## src/rtl/rvc_asap_cr_mem_pkg.sv

```systemverilog
// Shared definitions for the CR_MEM control-register region: address map,
// register-set layouts and the byte-lane merge used by the store path.
package rvc_asap_cr_mem_pkg;

    localparam logic [31:0] CR_MEM_REGION_FLOOR = 32'h0000_7000;
    localparam logic [31:0] CR_MEM_REGION_ROOF  = 32'h0000_7FFF;

    localparam logic [31:0] CR_SEG7_0   = 32'h0000_7000;
    localparam logic [31:0] CR_SEG7_5   = 32'h0000_7014;
    localparam logic [31:0] CR_LED      = 32'h0000_7018;
    localparam logic [31:0] CR_BUTTON_0 = 32'h0000_701C;
    localparam logic [31:0] CR_BUTTON_1 = 32'h0000_7020;
    localparam logic [31:0] CR_SWITCH   = 32'h0000_7024;
    localparam logic [31:0] CR_CURSOR_H = 32'h0000_7028;
    localparam logic [31:0] CR_CURSOR_V = 32'h0000_702C;

    localparam int DEBOUNCE_CYCLES_DEFAULT = 16;
    localparam int CR_RO_W                 = 12;

    typedef struct packed {
        logic [5:0][7:0] seg7;
        logic [9:0]      led;
        logic [31:0]     cursor_h;
        logic [31:0]     cursor_v;
    } t_cr_rw;

    // Bit order matches the {Button_0, Button_1, Switch} debouncer bank.
    typedef struct packed {
        logic       button_0;
        logic       button_1;
        logic [9:0] switch_v;
    } t_cr_ro;

    function automatic logic [31:0] cr_byte_merge(input logic [31:0] old_v,
                                                  input logic [31:0] wdata,
                                                  input logic [3:0]  be);
        logic [31:0] r;
        r = old_v;
        for (int n = 0; n < 4; n++) begin
            if (be[n]) r[8*n +: 8] = wdata[8*n +: 8];
        end
        return r;
    endfunction

endpackage

```

## src/rtl/rvc_asap_cr_debounce.sv

```systemverilog
// Two-flop synchroniser followed by a stable-count debouncer for one raw input.
module rvc_asap_cr_debounce #(
    parameter int cycles = 16
) (
    input  logic Clock,
    input  logic Rst,
    input  logic raw,
    output logic clean
);
    localparam int CNT_W = (cycles > 1) ? $clog2(cycles) : 1;
    localparam logic [CNT_W-1:0] CNT_LAST = CNT_W'(cycles - 1);

    logic             sync1_q;
    logic             sync2_q;
    logic             deb_q;
    logic [CNT_W-1:0] cnt_q;

    always_ff @(posedge Clock or posedge Rst) begin
        if (Rst) begin
            sync1_q <= 1'b0;
            sync2_q <= 1'b0;
            deb_q   <= 1'b0;
            cnt_q   <= '0;
        end else begin
            sync1_q <= raw;
            sync2_q <= sync1_q;
            // Any disagreement that reverts before the last count restarts it.
            if (sync2_q == deb_q) begin
                cnt_q <= '0;
            end else if (cnt_q == CNT_LAST) begin
                deb_q <= sync2_q;
                cnt_q <= '0;
            end else begin
                cnt_q <= cnt_q + CNT_W'(1);
            end
        end
    end

    assign clean = deb_q;

endmodule

```

## src/rtl/rvc_asap_cr_mem.sv

```systemverilog
// CR_MEM stage: decodes loads/stores to the control registers, holds the RW
// set driving displays/LEDs/cursor, and returns read data one cycle later.
module rvc_asap_cr_mem
    import rvc_asap_cr_mem_pkg::*;
#(
    parameter int DEBOUNCE_CYCLES = DEBOUNCE_CYCLES_DEFAULT
) (
    input  logic        Clock,
    input  logic        Rst,
    input  logic [31:0] CrAddress,
    input  logic        CrWrEn,
    input  logic        CrRdEn,
    input  logic [3:0]  CrByteEn,
    input  logic [31:0] CrWrData,
    output logic [31:0] CrRdData,
    input  logic        Button_0,
    input  logic        Button_1,
    input  logic [9:0]  Switch,
    output logic [7:0]  SEG7_0,
    output logic [7:0]  SEG7_1,
    output logic [7:0]  SEG7_2,
    output logic [7:0]  SEG7_3,
    output logic [7:0]  SEG7_4,
    output logic [7:0]  SEG7_5,
    output logic [9:0]  LED,
    output logic [31:0] CursorH,
    output logic [31:0] CursorV
);
    t_cr_rw              rw_q, rw_d;
    t_cr_ro              ro;
    logic [31:0]         rd_data_q, rd_data_d;
    logic [31:0]         word_addr;
    logic                hit;
    logic [2:0]          seg_idx;
    logic [CR_RO_W-1:0]  raw_in;
    logic [CR_RO_W-1:0]  clean;

    assign raw_in = {Button_0, Button_1, Switch};

    for (genvar i = 0; i < CR_RO_W; i++) begin : g_deb
        rvc_asap_cr_debounce #(.cycles(DEBOUNCE_CYCLES)) u_deb (
            .Clock (Clock),
            .Rst   (Rst),
            .raw   (raw_in[i]),
            .clean (clean[i])
        );
    end

    assign ro = clean;

    assign hit       = (CrAddress >= CR_MEM_REGION_FLOOR) && (CrAddress <= CR_MEM_REGION_ROOF);
    assign word_addr = {CrAddress[31:2], 2'b00};
    assign seg_idx   = word_addr[4:2];

    // Read value is sampled from rw_q, so a same-cycle write never leaks into it.
    always_comb begin
        rw_d      = rw_q;
        rd_data_d = '0;
        if (hit) begin
            if (word_addr >= CR_SEG7_0 && word_addr <= CR_SEG7_5) begin
                rd_data_d = 32'(rw_q.seg7[seg_idx]);
                if (CrWrEn)
                    rw_d.seg7[seg_idx] = 8'(cr_byte_merge(32'(rw_q.seg7[seg_idx]), CrWrData, CrByteEn));
            end else begin
                case (word_addr)
                    CR_LED: begin
                        rd_data_d = 32'(rw_q.led);
                        if (CrWrEn)
                            rw_d.led = 10'(cr_byte_merge(32'(rw_q.led), CrWrData, CrByteEn));
                    end
                    CR_BUTTON_0: rd_data_d = 32'(ro.button_0);
                    CR_BUTTON_1: rd_data_d = 32'(ro.button_1);
                    CR_SWITCH:   rd_data_d = 32'(ro.switch_v);
                    CR_CURSOR_H: begin
                        rd_data_d = rw_q.cursor_h;
                        if (CrWrEn)
                            rw_d.cursor_h = cr_byte_merge(rw_q.cursor_h, CrWrData, CrByteEn);
                    end
                    CR_CURSOR_V: begin
                        rd_data_d = rw_q.cursor_v;
                        if (CrWrEn)
                            rw_d.cursor_v = cr_byte_merge(rw_q.cursor_v, CrWrData, CrByteEn);
                    end
                    default: rd_data_d = '0;
                endcase
            end
        end
    end

    always_ff @(posedge Clock or posedge Rst) begin
        if (Rst) begin
            rw_q      <= '0;
            rd_data_q <= '0;
        end else begin
            rw_q <= rw_d;
            if (CrRdEn) rd_data_q <= rd_data_d;
        end
    end

    assign CrRdData = rd_data_q;
    assign SEG7_0   = rw_q.seg7[0];
    assign SEG7_1   = rw_q.seg7[1];
    assign SEG7_2   = rw_q.seg7[2];
    assign SEG7_3   = rw_q.seg7[3];
    assign SEG7_4   = rw_q.seg7[4];
    assign SEG7_5   = rw_q.seg7[5];
    assign LED      = rw_q.led;
    assign CursorH  = rw_q.cursor_h;
    assign CursorV  = rw_q.cursor_v;

endmodule

```

## config.mk

```make
export PLATFORM = sky130hd
export DESIGN_NAME = rvc_asap_cr_mem
export DESIGN_NICKNAME = d
export VERILOG_FILES = /design/src/rtl/rvc_asap_cr_mem_pkg.sv /design/src/rtl/rvc_asap_cr_debounce.sv /design/src/rtl/rvc_asap_cr_mem.sv
export SDC_FILE = /design/constraint.sdc
export NUM_CORES = 1
export LEC_CHECK = 0
export ABC_AREA = 1
export BUFFER_PORTS_ARGS = -buffer_cell sky130_fd_sc_hd__buf_4
export CAP_MARGIN = 10
export CORE_MARGIN = 2
export CORE_UTILIZATION = 55
export CTS_CLUSTER_DIAMETER = 50
export CTS_CLUSTER_SIZE = 16
export DETAILED_ROUTE_END_ITERATION = 8
export PLACE_DENSITY_LB_ADDON = 0.2
export SETUP_SLACK_MARGIN = 0.02
export SYNTH_ARGS = -nofsm -noshare
export SYNTH_HDL_FRONTEND = slang
export SYNTH_HIERARCHICAL = 1
export SYNTH_SLANG_ARGS = --single-unit
```

## constraint.sdc

```tcl
create_clock -name Clock -period 6.21 [get_ports Clock]
set_input_delay 0.3105 -clock Clock [delete_from_list [all_inputs] [get_ports Clock]]
set_output_delay 0.3105 -clock Clock [all_outputs]
set_load 0.1 [all_outputs]
```

==> out/qor_table.md <==
| Metric | Value | Unit |
| --- | --- | --- |
| Slowest cell on the critical path | buf_4 | - |
| Ports placed on the boundary | 238 | - |
| Bufs and invs on worst path | 4 | - |
| Leakage power figure | 7.45 | nW |
| CTS HTree Levels | 1 | - |
| Worst min-delay path class | input port to flip-flop | - |
| Setup crit start kind | input port | - |
| Combinational group share of total power | 6.2 | % |
| Yosys warnings | 6 | - |
| Layout fillers | 1,573 | - |
| Floorplan die area | 21,200 | sq um |
| Setup repair bufs after CTS | 0 | - |
| Relative contribution of sequential cells to total power | 49.2 | % |
| Overall die width | 146 | um |
| Final Hold Fails | 0 | - |
| Mean area per synthesized cell | 8.40 | sq um |
| Critical path data required time | 6.69 | ns |
| CTS tree | built | - |
| Pin count of the biggest net entering global routing | 82 | - |
| Achievable Freq | 0.492 | GHz |
| Final setup fails | 0 | - |
| Unrepaired setup endpoints after global routing | false | - |
| Overflow left after global routing | 0 | - |
| First-pass GRT wire length | 46.6 | mm |
| Average vias per placed instance | 5.12 | - |
| Power per Cell Area | 234 | nW/um^2 |
| Number of clock buffers inserted by TritonCTS | 25 | - |
| Number of sinks on the clock net | 238 | - |
| Peak per-stage delay on the critical path | 0.90 | ns |
| Leading register cell type out of synthesis | dfrtp_1 | - |
| Result of the run | finished clean | - |
| Minimum period implied by the final worst setup slack | 2.03 | ns |
| Final Routed Wirelength | 28.3 | mm |
| Switching power share of the total | 24.9 | % |
| Clock latency at the later pin of the worst-skew pair | 0.53 | ns |
| Number of synthesized register bits | 238 | - |
| Commonest non-fill, non-tap cell in the layout | nand2_1 | - |
| Area occupied by multi-input gates | 4340 | sq um |
| Worst rel slew slack | 23.7 | % |
| Clk network pwr share | 44.6 | % |
| Buffer depth of the longest clock path | 3 | - |
| IO Port Bufs | 235 | - |
| Initial antenna violation count | 0 | - |
| Start-to-end type of the worst setup path | input port to async pin | - |
| Final worst-path cycle share | 32.7 | % |
| Cts-stage hold buffer count | 13 | - |
| Maximum fanout along the worst path | 81 | - |
| Fraction of final layout cells sized beyond drive strength 1 | 22.5 | % |
| Internal power | 2.44 | mW |
| Sequential element share of the synthesized area | 53.9 | % |
| Initial Utilization | 56.4 | % |
| Total number of vias | 9,425 | - |
| CP endpoint kind | async pin | - |
| Overall power consumption | 3.25 | mW |
| Number of instances in the synthesized netlist | 1,315 | - |
| Starting DRT DRC Count | 671 | - |
| Number of distinct library cell variants in the gate-level netlist after synthesis | 35 | - |
| Clock tree skew after final layout | 0.0144 | ns |
| Share of async-settable or async-resettable flops after synthesis | 100 | % |
| Worst supply voltage drop on vdd | 0.259 | mV |
| Aggregate global-route resource usage | 27.0 | % |
| Top library cells by usage in the layout, fill and taps aside | 476 x nand2_1, 239 x buf_4, 238 x dfrtp_1 | - |
| Syn Nets | 1,411 | - |
| Count of flip-flops with a built-in enable after synthesis | 0 | - |
| Detail Placement HPWL | 20.6 | mm |
| Number of nets in the finished design | 1,655 | - |
| Total DRC errors in the routed layout | 0 | - |
| Core Util, Final | 70.8 | % |
| Area occupied by registers | 5960 | sq um |
| Antenna-violating nets left | 0 | - |
| Cell Chain, Critical Path | dlygate4sd3_1 -> buf_4 -> inv_6 -> buf_4 | - |
| Number of max-cap violations | 0 | - |
| Data arrival at the endpoint of the critical path | 2.52 | ns |
| Count of standard-cell rows | 51 | - |
| CTS root buffer | clkbuf_16 | - |
| Resize count post-CTS | 0 | - |
| Total Negative Setup Slacks | 0 | ns |
| Switching component of the power | 811 | uW |
| Area Growth Syn to Fin | 25.6 | % |
| Average wire per cell in the routed design | 15.4 | um |
| Most common cell type on the critical path | buf_4 | - |
| Cell family with the largest share of critical-path delay | buffers and inverters | - |
| Die Ht | 146 | um |
| Clock input transition at the sequential cells of the worst setup and hold paths | 0.07 | ns |
| Area of the core region | 19,600 | sq um |
| Post-synthesis instance area | 11,000 | sq um |
| Gp weighted congestion | 0.841 | - |
| Pins Over Slew Limit | 0 | - |
| Number of iterations in the first detailed-routing pass | 5 | - |
| Slew @ Worst Pin | 1.14 | ns |
| Antenna diode count | 0 | - |
| Vias in the first global route | 9,034 | - |
==> path summary, 6_finish.rpt <==
path,from,end,slack [ns],cells past startpoint
max reg2reg,SEG7_3[2]$_DFFE_PP0P_,SEG7_5[2]$_DFFE_PP0P_,4.52,8
min reg2reg,g_deb[0].u_deb/sync1_q$_DFF_PP0_,g_deb[0].u_deb/sync2_q$_DFF_PP0_,0.35,0
min,CrWrData[29],CursorV[29]$_DFFE_PP0P_,0.06,3
max in group Clock,CrAddress[8],CursorV[23]$_DFFE_PP0P_,4.29,10
min in group asynchronous,Rst,g_deb[5].u_deb/cnt_q[0]$_DFF_PP0_,0.38,3
max,Rst,CrRdData[21]$_DFFE_PP0P_,4.18,4
==> cells by family after synthesis <==
group | Yosys count | synth area share (%)
AO/OA/AOI/OAI | 159 | 8.61
XOR/XNOR | 12 | 0.952
adder cells (fa/ha/maj) | 12 | 1.36
buffers and inverters | 173 | 6.80
flip-flops | 238 | 53.9
AND/OR/NAND/NOR | 721 | 28.3
==> routing by layer <==
layer  wire (um)  share of wire (%)  global-route usage [%]  vias to the layer above
met2       13600                 48                    45.1                      332
met3        2050                7.3                    5.11                       52
li1            -                  -                       -                     4657
met5           0                  0                       0                        -
met1       11900                 42                    36.3                     4384
met4         763                2.7                    7.70                        0
==> per-stage QoR <==
stage	setup WS (ns)	hold WS, ns	cells	cell area [sq um]
detailed placement	3.79	0.336	1784	12900
floorplan	1.75	0.114	1315	11000
finish	4.18	0.0597	1841	13900
CTS	4.07	0.0475	1841	13900
global placement	3.83	0.331	1784	12900
global route	3.84	0.0540	1841	13900
==> power groups by stage <==
stage | Combinational, mW | Clock (mW) | Sequential, mW
6_report | 0.201 | 1.45 | 1.60
5_1_grt | 0.229 | 1.55 | 1.60
4_1_cts | 0.204 | 1.48 | 1.60
3_5_place_dp | 0.196 | 0 | 1.63
3_3_place_gp | 0.191 | 0 | 1.62
2_1_floorplan | 0.119 | 0 | 1.62
==> tightest hold or removal path: cells and delay by family <==
family / cells / cell delay (ns)
compound gates: 1 / 0.11
buf+inv: 2 / 0.13
==> sequential cells by signal, indices dropped and copies added, names as in the netlist <==
register	flops
g_deb.u_deb/sync2_q	12
g_deb.u_deb/clean	12
LED	10
SEG7_2	8
CursorH	32
CursorV	32
SEG7_0	8
CrRdData	32
SEG7_1	8
SEG7_5	8
g_deb.u_deb/sync1_q	12
g_deb.u_deb/cnt_q	48
SEG7_4	8
SEG7_3	8
==> synthesized netlist by cell type, types with 2 or more instances <==
library cell / instances / area (sq um)
buf_4: 3 / 22.5
inv_4: 2 / 12.5
clkbuf_1: 14 / 52.6
a21oi_1: 9 / 45.0
a31oi_1: 2 / 12.5
nand3_1: 79 / 395
nor2_8: 2 / 40.0
dfrtp_1: 238 / 5960
inv_2: 4 / 15.0
a22oi_1: 11 / 82.6
nor2_2: 6 / 37.5
nor2_1: 115 / 432
buf_6: 10 / 113
nor2_4: 3 / 33.8
nand4_1: 16 / 100
nand2_4: 2 / 22.5
nand2_2: 5 / 31.3
ha_1: 12 / 150
xnor2_1: 12 / 105
nand2_1: 476 / 1790
buf_2: 7 / 35.0
o21ai_0: 37 / 185
inv_1: 131 / 492
o21ai_1: 66 / 330
nand3_4: 9 / 158
o21a_1: 2 / 15.0
nor3_4: 3 / 48.8
o21ai_2: 32 / 280
==> cell type report <==
class	instances	area share, %
well taps	265	2.39
multi-input cells	904	31.3
clock inverters	15	0.965
flip-flops and latches	238	42.9
clock buffers	29	4.76
repair buffers	252	13.9
inverters	138	3.82
Note: power is estimated with default switching activity, not from simulation.
